**src/rtl/cv_cart_bridge.sv**
```systemverilog
// cv_cart_bridge: Z80 cart-space reads to SDRAM with MegaCart banking and a one-entry byte cache
module cv_cart_bridge #(
    parameter int ADDR_W  = 20,
    parameter int TIMEOUT = 63
) (
    input  logic              clk_i,
    input  logic              reset_n_i,
    input  logic              sg1000_i,
    input  logic [5:0]        cart_pages_i,
    input  logic [15:0]       cpu_a_i,
    input  logic              cpu_mreq_n_i,
    input  logic              cpu_rd_n_i,
    output logic [7:0]        cpu_d_o,
    output logic              cpu_wait_n_o,
    output logic              cart_sel_o,
    output logic [ADDR_W-1:0] sdram_addr_o,
    output logic              sdram_rd_o,
    input  logic              sdram_ready_i,
    input  logic [7:0]        sdram_d_i
);
    localparam int CW = $clog2(TIMEOUT + 1);

    typedef enum logic [1:0] {S_IDLE, S_WAIT, S_DRAIN, S_HOLD} state_e;

    state_e            state_q;
    logic [5:0]        bank_q, bank_d;
    logic              armed_q;
    logic [6:0]        cfg_q;
    logic              c_valid_q;
    logic [ADDR_W-1:0] c_addr_q;
    logic [7:0]        c_data_q;
    logic [CW-1:0]     cnt_q;
    logic [7:0]        d_q;
    logic              wait_n_q, rd_q;
    logic [ADDR_W-1:0] addr_q;
    logic              megacart, accept, bank_chg, cfg_chg, hit, timeout;
    logic [ADDR_W-1:0] map_addr;

    assign cart_sel_o   = (sg1000_i ? (cpu_a_i[15:14] != 2'b11) : cpu_a_i[15]) & ~cpu_mreq_n_i & ~cpu_rd_n_i;
    assign megacart     = ~sg1000_i & (cart_pages_i > 6'd1);
    // Bank register is written from the top 64 bytes; the new bank is used by this very read
    assign bank_d       = (megacart && cpu_a_i[15:6] == 10'h3FF) ? (cpu_a_i[5:0] & cart_pages_i) : bank_q;
    assign map_addr     = sg1000_i  ? ADDR_W'(cpu_a_i) :
                          !megacart ? ADDR_W'(cpu_a_i[14:0]) :
                                      ADDR_W'({cpu_a_i[14] ? bank_d : cart_pages_i, cpu_a_i[13:0]});
    // armed_q guarantees one request per bus cycle, so a reset or drain never reissues a read
    assign accept       = (state_q == S_IDLE) & cart_sel_o & armed_q;
    assign bank_chg     = accept & (bank_d != bank_q);
    assign cfg_chg      = {sg1000_i, cart_pages_i} != cfg_q;
    assign hit          = c_valid_q & ~bank_chg & (c_addr_q == map_addr);
    assign timeout      = cnt_q == CW'(TIMEOUT - 1);
    assign cpu_d_o      = d_q;
    assign cpu_wait_n_o = wait_n_q;
    assign sdram_rd_o   = rd_q;
    assign sdram_addr_o = addr_q;

    // Bus-cycle FSM with registered CPU/SDRAM outputs, bank register and cache entry
    always_ff @(posedge clk_i or negedge reset_n_i) begin
        if (!reset_n_i) begin
            state_q   <= S_IDLE;
            bank_q    <= '0;
            armed_q   <= 1'b0;
            cfg_q     <= '0;
            c_valid_q <= 1'b0;
            c_addr_q  <= '0;
            c_data_q  <= '0;
            cnt_q     <= '0;
            d_q       <= 8'hFF;
            wait_n_q  <= 1'b1;
            rd_q      <= 1'b0;
            addr_q    <= '0;
        end else begin
            cfg_q   <= {sg1000_i, cart_pages_i};
            armed_q <= ~cart_sel_o | (armed_q & ~accept);
            rd_q    <= 1'b0;
            cnt_q   <= (state_q == S_WAIT || state_q == S_DRAIN) ? cnt_q + CW'(1) : '0;
            if (cfg_chg || bank_chg) c_valid_q <= 1'b0;
            case (state_q)
                S_IDLE: if (accept) begin
                    bank_q <= bank_d;
                    if (hit) begin
                        d_q     <= c_data_q;
                        state_q <= S_HOLD;
                    end else begin
                        addr_q   <= map_addr;
                        rd_q     <= 1'b1;
                        wait_n_q <= 1'b0;
                        state_q  <= S_WAIT;
                    end
                end
                S_WAIT: if (sdram_ready_i) begin
                    d_q      <= sdram_d_i;
                    wait_n_q <= 1'b1;
                    state_q  <= S_HOLD;
                    if (!cfg_chg) begin
                        c_valid_q <= 1'b1;
                        c_addr_q  <= addr_q;
                        c_data_q  <= sdram_d_i;
                    end
                end else if (!cart_sel_o) begin
                    wait_n_q <= 1'b1;
                    state_q  <= S_DRAIN;
                end else if (timeout) begin
                    d_q      <= 8'hFF;
                    wait_n_q <= 1'b1;
                    state_q  <= S_HOLD;
                end
                S_DRAIN: if (sdram_ready_i || timeout) state_q <= S_IDLE;
                S_HOLD:  if (!cart_sel_o) state_q <= S_IDLE;
            endcase
        end
    end
endmodule
```
**config.mk**
```make
export PLATFORM = sky130hd
export DESIGN_NAME = cv_cart_bridge
export DESIGN_NICKNAME = d
export VERILOG_FILES = /design/src/rtl/cv_cart_bridge.sv
export SDC_FILE = /design/constraint.sdc
export NUM_CORES = 1
export LEC_CHECK = 0
export CAP_MARGIN = 20
export CORE_ASPECT_RATIO = 0.7
export CORE_MARGIN = 10
export CORE_UTILIZATION = 49
export CTS_CLUSTER_SIZE = 12
export DETAILED_ROUTE_END_ITERATION = 8
export PLACE_DENSITY = 0.77
export SYNTH_ARGS = -nofsm -noshare
export SYNTH_HDL_FRONTEND = slang
export SYNTH_SLANG_ARGS = --single-unit
```
**constraint.sdc**
```tcl
create_clock -name clk_i -period 2.8 [get_ports clk_i]
set_input_delay 0.7 -clock clk_i [delete_from_list [all_inputs] [get_ports clk_i]]
set_output_delay 0.7 -clock clk_i [all_outputs]
set_load 0.005 [all_outputs]
```
==> results.json, run 1 <==
{
  "crit_path_max_incr_delay_ns": 0.42,
  "cp_top_family": "simple AND/OR/NAND/NOR gates",
  "cts_made_buffers": 9,
  "syn_to_final_growth_pct": 48.1,
  "die_h_um": 98.6,
  "synth-seq-cells": 81,
  "antenna_cells": 0,
  "hold_buffers": 0,
  "first_global_vias": 3798,
  "clkLatencyLatePin_ns": 0.35,
  "hold_ws_ns": 0.373,
  "initial_core_util": 0.507,
  "cp_slowest_cell": "nor4_4",
  "report.final.setup_viol": 26,
  "overflow": 0,
  "wire_per_inst_um": 19.4,
  "p_leak_nw": 3.03,
  "status": "finished, violations left",
  "end_kind": "register",
  "synthArstFlopShare": 1.00,
  "worstMarginPinSlew_ns": 0.635,
  "antenna_found_initial": 0,
  "synth_ff_type": "dfrtp_1",
  "slew_violations": 0,
  "cp_data_arrival_time_ns": 3.23,
  "synth_area_leaders": "dfrtp_1 42%, mux2_2 7.8%, mux2_4 6.3%",
  "clock-sinks": 81,
  "nets": 581,
  "syn_nets": 418,
  "drc_errors": 0,
  "cp_cell_sequence": "buf_6 > nor4_4 > a21oi_4 > mux2_4 > or3_4 > a2111oi_4 > and3_1 > nand2b_4 > buf_12 > buf_8 > mux2_4",
  "critical_path_class": "in -> reg",
  "rsz0062_at_grt": "true",
  "drive_above_1_share": 0.446,
  "synth_edf_count": 0,
  "synth_area_leader_cell": "dfrtp_1",
  "root_buffer": "clkbuf_16",
  "timing.final.crit_share": 1.07,
  "place.gp.congestion": 0.927,
  "routed_via_density": 5.51,
  "power.density_nw_per_um2": 706,
  "cp.buffers_inverters": 3,
  "path_clk_slew_ns": 0.06,
  "rows": 28,
  "max-vdd-ir-drop_uv": 437,
  "io_pins": 67,
  "synth_top_area_share": 0.417,
  "hold_path_class": "in -> async",
  "final_util": 0.751,
  "timing.fmax_mhz": 334,
  "ys_warn_count": 0,
  "drt-total-wl_mm": 12.9,
  "placed_cells": 622,
  "die_area_um2": 13000,
  "chipWidth_um": 132,
  "portBuffers": 66,
  "grt_pass1_wl_mm": 20.0,
  "fin_cells": 663,
  "ys_seq_area_frac": 0.472,
  "cts.path.max_buffers": 2,
  "syn_area_per_cell_um2": 11.5,
  "power.total_mw": 4.51,
  "maxCapViolations": 0,
  "drt_iter0_markers": 298,
  "ant_nets": 0,
  "cts_tree": "yes",
  "htree_levels": 3,
  "grt_max_degree": 50,
  "worst_slack_ns": -0.196,
  "dr_total_vias": 3654,
  "hpwl_mm": 8.33,
  "relSlewSlack": 0.576,
  "core_um2": 8510,
  "syn_area_um2": 4320,
  "violations": "setup timing",
  "cp-start-kind": "input pin",
  "skew_ns": 0.00670,
  "cp_common_cell": "mux2_4",
  "finalHoldViolations": 0,
  "synth_cells": 375,
  "rrSetupSlack_ns": -0.09,
  "cp.required_ns": 3.03,
  "ys_types": 56,
  "finalCriticalPeriod_ns": 3.00,
  "grt_use_total": 0.190,
  "detail_route.first_pass.iterations": 4,
  "cp_max_fo": 4
}
kinds of logic after synthesis:
family,share of synthesized area
XOR/XNOR,0.0629
flip-flops,0.472
AO/OA/AOI/OAI,0.0852
AND/OR/NAND/NOR,0.154
buffers and inverters,0.0345
adder cells (fa/ha/maj),0.0203
multiplexers,0.171
stage by stage:
| step | area [um2] | setup WS, ns | TNS [ns] |
|---|---|---|---|
| detailed placement | 5660 | -0.911 | -32.10 |
| finish | 6400 | -0.196 | -2.91 |
| floorplan | 4340 | -0.237 | -4.32 |
| global placement | 5660 | -0.813 | -28.82 |
| CTS | 6290 | -0.224 | -3.82 |
| global route | 6400 | -0.231 | -4.24 |
metal layers:
layer / global-route usage / up-vias / wire length [um] / share of wire
li1: - / 1661 / - / -
met1: 0.234 / 1832 / 5600 / 0.44
met2: 0.317 / 124 / 6220 / 0.48
met3: 0.0472 / 37 / 699 / 0.054
met4: 0.0734 / 0 / 332 / 0.026
met5: 0 / - / 0 / 0
final timing paths:
path / startpoint / to / cells past startpoint
max: cart_pages_i[3] / sdram_addr_o[19] / 11
min: reset_n_i / c_addr_q[3] / 1
max reg2reg: c_addr_q[10] / sdram_addr_o[19] / 11
min reg2reg: cpu_d_o[4] / cpu_d_o[4] / 2
max in group asynchronous: reset_n_i / cpu_wait_n_o / 2
min in group clk_i: cpu_d_o[4] / cpu_d_o[4] / 2
power breakdown:
part | total [mW] | internal, mW | switching (mW)
sequential | 1.72 | 1.49 | 0.229
combinational | 1.60 | 0.973 | 0.631
clock | 1.19 | 0.712 | 0.478
total | 4.51 | 3.18 | 1.34
synth_stat cells, types with 5 or more instances:
| cell type | n |
|---|---|
| dfrtp_1 | 72 |
| mux2_2 | 30 |
| nand2_1 | 26 |
| xor2_1 | 22 |
| mux2_4 | 18 |
| nor2_1 | 18 |
| inv_1 | 15 |
| mux2i_1 | 13 |
| a21oi_1 | 12 |
| o21ai_0 | 12 |
| o22ai_1 | 10 |
| dfstp_2 | 9 |
| nand3_1 | 9 |
| xnor2_1 | 9 |
| and3_1 | 8 |
| nand2b_1 | 8 |
| clkbuf_1 | 7 |
| ha_1 | 7 |
| and2_1 | 6 |
| nand4_1 | 6 |
| nor4_1 | 5 |
worst reg2reg max path: cells and delay by family, from the launching register on:
kind                   cells  cell delay (ns)
XOR/XNOR                   1             0.20
AND/OR/NAND/NOR            5             1.27
AO/OA/AOI/OAI              1             0.21
flip-flops                 1             0.41
multiplexers               1             0.30
buffers and inverters      3             0.40
what timing repair did:
action,4_1_cts,5_1_grt
resized for setup,92,46
setup buffers,18,8
setup endpoints to repair,33,33
pin swaps,19,25
gates cloned,1,1
final cells by class:
class | instances | area (um2)
multi-input cells | 266 | 2390
fillers | 544 | 2120
flip-flops and latches | 81 | 2040
repair buffers | 165 | 1470
clock buffers | 11 | 243
well taps | 120 | 150
inverters | 15 | 56.3
clock inverters | 5 | 55.1
flip-flops by register name, indices dropped and copies added (netlist names), 2 cells and up:
register / cells
bank_q: 6
state_q: 2
c_addr_q: 20
cfg_q: 7
c_data_q: 8
sdram_addr_o: 20
cpu_d_o: 8
cnt_q: 6
cell usage in the layout, fill, tap and decap left out, drive strengths merged, types with 13 or more instances in the layout:
| cell type | netlist | layout |
|---|---|---|
| buf | 6 | 106 |
| dfrtp | 72 | 72 |
| mux2 | 48 | 48 |
| clkdlybuf4s50 | 0 | 41 |
| nand2 | 26 | 26 |
| clkbuf | 7 | 23 |
| xor2 | 22 | 22 |
| nor2 | 19 | 19 |
| inv | 15 | 15 |
| a21oi | 13 | 13 |
| mux2i | 13 | 13 |
(Power assumes the default switching activity.)
==> run 2: changes to the inputs <==
--- a/config.mk
+++ b/config.mk
@@ -12,6 +12,7 @@
 export CTS_CLUSTER_SIZE = 12
 export DETAILED_ROUTE_END_ITERATION = 8
 export PLACE_DENSITY = 0.77
+export SLEW_MARGIN = 10
 export SYNTH_ARGS = -nofsm -noshare
 export SYNTH_HDL_FRONTEND = slang
 export SYNTH_SLANG_ARGS = --single-unit
==> results of run 2 <==
Final layout, timing and power as in run 1 (identical DEF).
==> run 3: changes to the inputs <==
--- a/config.mk
+++ b/config.mk
@@ -8,10 +8,11 @@
 export CAP_MARGIN = 20
 export CORE_ASPECT_RATIO = 0.7
 export CORE_MARGIN = 10
-export CORE_UTILIZATION = 49
+export CORE_UTILIZATION = 54
 export CTS_CLUSTER_SIZE = 12
 export DETAILED_ROUTE_END_ITERATION = 8
-export PLACE_DENSITY = 0.77
+export PLACE_DENSITY = 0.8
+export SETUP_SLACK_MARGIN = 0.5
 export SLEW_MARGIN = 10
 export SYNTH_ARGS = -nofsm -noshare
 export SYNTH_HDL_FRONTEND = slang
==> constraint.sdc (replaced) <==
create_clock -name clk_i -period 3.05 [get_ports clk_i]
set_input_delay 0.4575 -clock clk_i [delete_from_list [all_inputs] [get_ports clk_i]]
set_output_delay 0.4575 -clock clk_i [all_outputs]
set_load 0.005 [all_outputs]
==> results.json, run 3 (same netlist as run 1, synthesis figures left out) <==
{
  "critical_path_class": "in -> reg",
  "ant_nets": 0,
  "rsz0062_at_grt": "true",
  "routed_via_density": 5.70,
  "end_kind": "register",
  "hpwl_mm": 8.05,
  "layout_common_cells": "74 x buf_4, 72 x dfrtp_1, 42 x clkdlybuf4s50_1",
  "status": "finished clean",
  "final_util": 0.804,
  "cp_max_fo": 5,
  "relSlewSlack": 0.667,
  "fin_cells": 631,
  "portBuffers": 66,
  "place.gp.congestion": 0.907,
  "worst_slack_ns": 0.189,
  "finalHoldViolations": 0,
  "cp.buffers_inverters": 3,
  "cts_tree": "yes",
  "cp_data_arrival_time_ns": 3.08,
  "cp.required_ns": 3.27,
  "first_global_vias": 3633,
  "timing.final.crit_share": 0.938,
  "die_area_um2": 12000,
  "dr_total_vias": 3599,
  "path_clk_slew_ns": 0.06,
  "die_h_um": 94.8,
  "rows": 27,
  "pre_cts_slack_ns": -0.357,
  "htree_levels": 3,
  "io_pins": 67,
  "max-vdd-ir-drop_uv": 514,
  "detail_route.first_pass.iterations": 5,
  "crit-reg2reg-launch": "c_addr_q[2]",
  "grt_use_total": 0.198,
  "syn_to_final_growth_pct": 46.0,
  "placed_cells": 591,
  "wire_per_inst_um": 19.4,
  "cts.path.max_buffers": 2,
  "n_fill_cell": 475,
  "drc_errors": 0,
  "cp_slowest_cell": "or4_4",
  "cp_cell_sequence": "clkdlybuf4s15_2 > nand3b_1 > nor4_2 > buf_4 > nor2_1 > or4_4 > a2111oi_4 > and3_4 > nand2b_4 > buf_12 > mux2_2",
  "drt_iter0_markers": 270,
  "maxCapViolations": 0,
  "cp_top_family": "simple AND/OR/NAND/NOR gates",
  "skew_ns": 0.00709,
  "crit_path_max_incr_delay_ns": 0.53,
  "path_depth": 11,
  "overflow": 0,
  "drt-total-wl_mm": 12.3,
  "worstMarginPinSlew_ns": 0.498,
  "ff2ff_path_depth": 9,
  "hold_ws_ns": 0.0665,
  "clkLatencyLatePin_ns": 0.34,
  "antenna_cells": 0,
  "p_leak_nw": 2.97,
  "grt_max_degree": 82,
  "core_um2": 7840,
  "power.density_nw_per_um2": 656,
  "grt_pass1_wl_mm": 19.1,
  "hold_path_class": "in -> async",
  "ff_latch_area_um2": 2040,
  "clock-sinks": 81,
  "final_common_cell": "buf_4",
  "root_buffer": "clkbuf_16",
  "antenna_found_initial": 0,
  "chipWidth_um": 127,
  "initial_core_util": 0.551,
  "report.final.setup_viol": 0,
  "cts_made_buffers": 9,
  "cp-start-kind": "input pin",
  "critPathLaunch": "sg1000_i",
  "nets": 568,
  "multi_input_area_um2": 2400,
  "finalCriticalPeriod_ns": 2.86,
  "slew_violations": 0,
  "timing.fmax_mhz": 350,
  "drive_above_1_share": 0.423
}
-- run 3: changes by cell type in the layout (fill, tap and decap cells not counted), sizes merged --
| cell | change |
|---|---|
| dlymetal6s2s | -1 |
| clkdlybuf4s15 | +1 |
| clkdlybuf4s50 | +1 |
| buf | -10 |
| bufbuf | +1 |
| dlygate4sd2 | +3 |
| clkinv | -1 |
| clkbuf | -7 |
-- run 3: power by group --
group | switching, mW | leakage, nW | internal, mW
logic | 0.588 | 1.80 | 0.900
registers | 0.210 | 1.04 | 1.37
clock network | 0.434 | 0.133 | 0.636
total | 1.23 | 2.97 | 2.91
-- run 3: layer usage --
layer	vias up	wire, um	global-route usage
met3	25	733	0.0543
met2	132	5900	0.313
met4	0	221	0.0671
met1	1792	5390	0.259
met5	-	0	0
li1	1650	-	-
-- run 3: worst paths after layout --
path	end	slack [ns]
max in group asynchronous	cpu_d_o[4]	2.32
min in group clk_i	sdram_addr_o[13]	0.39
min	sdram_addr_o[11]	0.07
min reg2reg	cpu_d_o[2]	0.47
max reg2reg	sdram_addr_o[0]	0.21
max	sdram_addr_o[0]	0.19
-- run 3: metrics by stage --
stage / cell area, um2 / TNS [ns] / power, mW
final: 6300 / 0 / 4.14
after global routing: 6300 / 0 / 4.34
after CTS: 6090 / 0 / 4.07
after detailed placement: 5560 / -9.21 / 2.93
after global placement: 5560 / -8.61 / 2.87
after floorplan: 4340 / 0 / 2.21
-- run 3: what timing repair did --
action / CTS / global route
setup endpoints to repair: 33 / 31
hold buffers: 0 / 0
pin swaps: 24 / 26
gates cloned: 2 / 0
buffers inserted: 8 / 13
gates resized for setup: 83 / 43
-- run 3: area by class of cell --
class	instances	share of cell area
Timing Repair Buffer	152	0.221
Multi-Input combinational cell	266	0.380
Clock inverter	4	0.00853
Inverter	15	0.00893
Clock buffer	12	0.0375
Tap cell	101	0.0200
Sequential cell	81	0.323
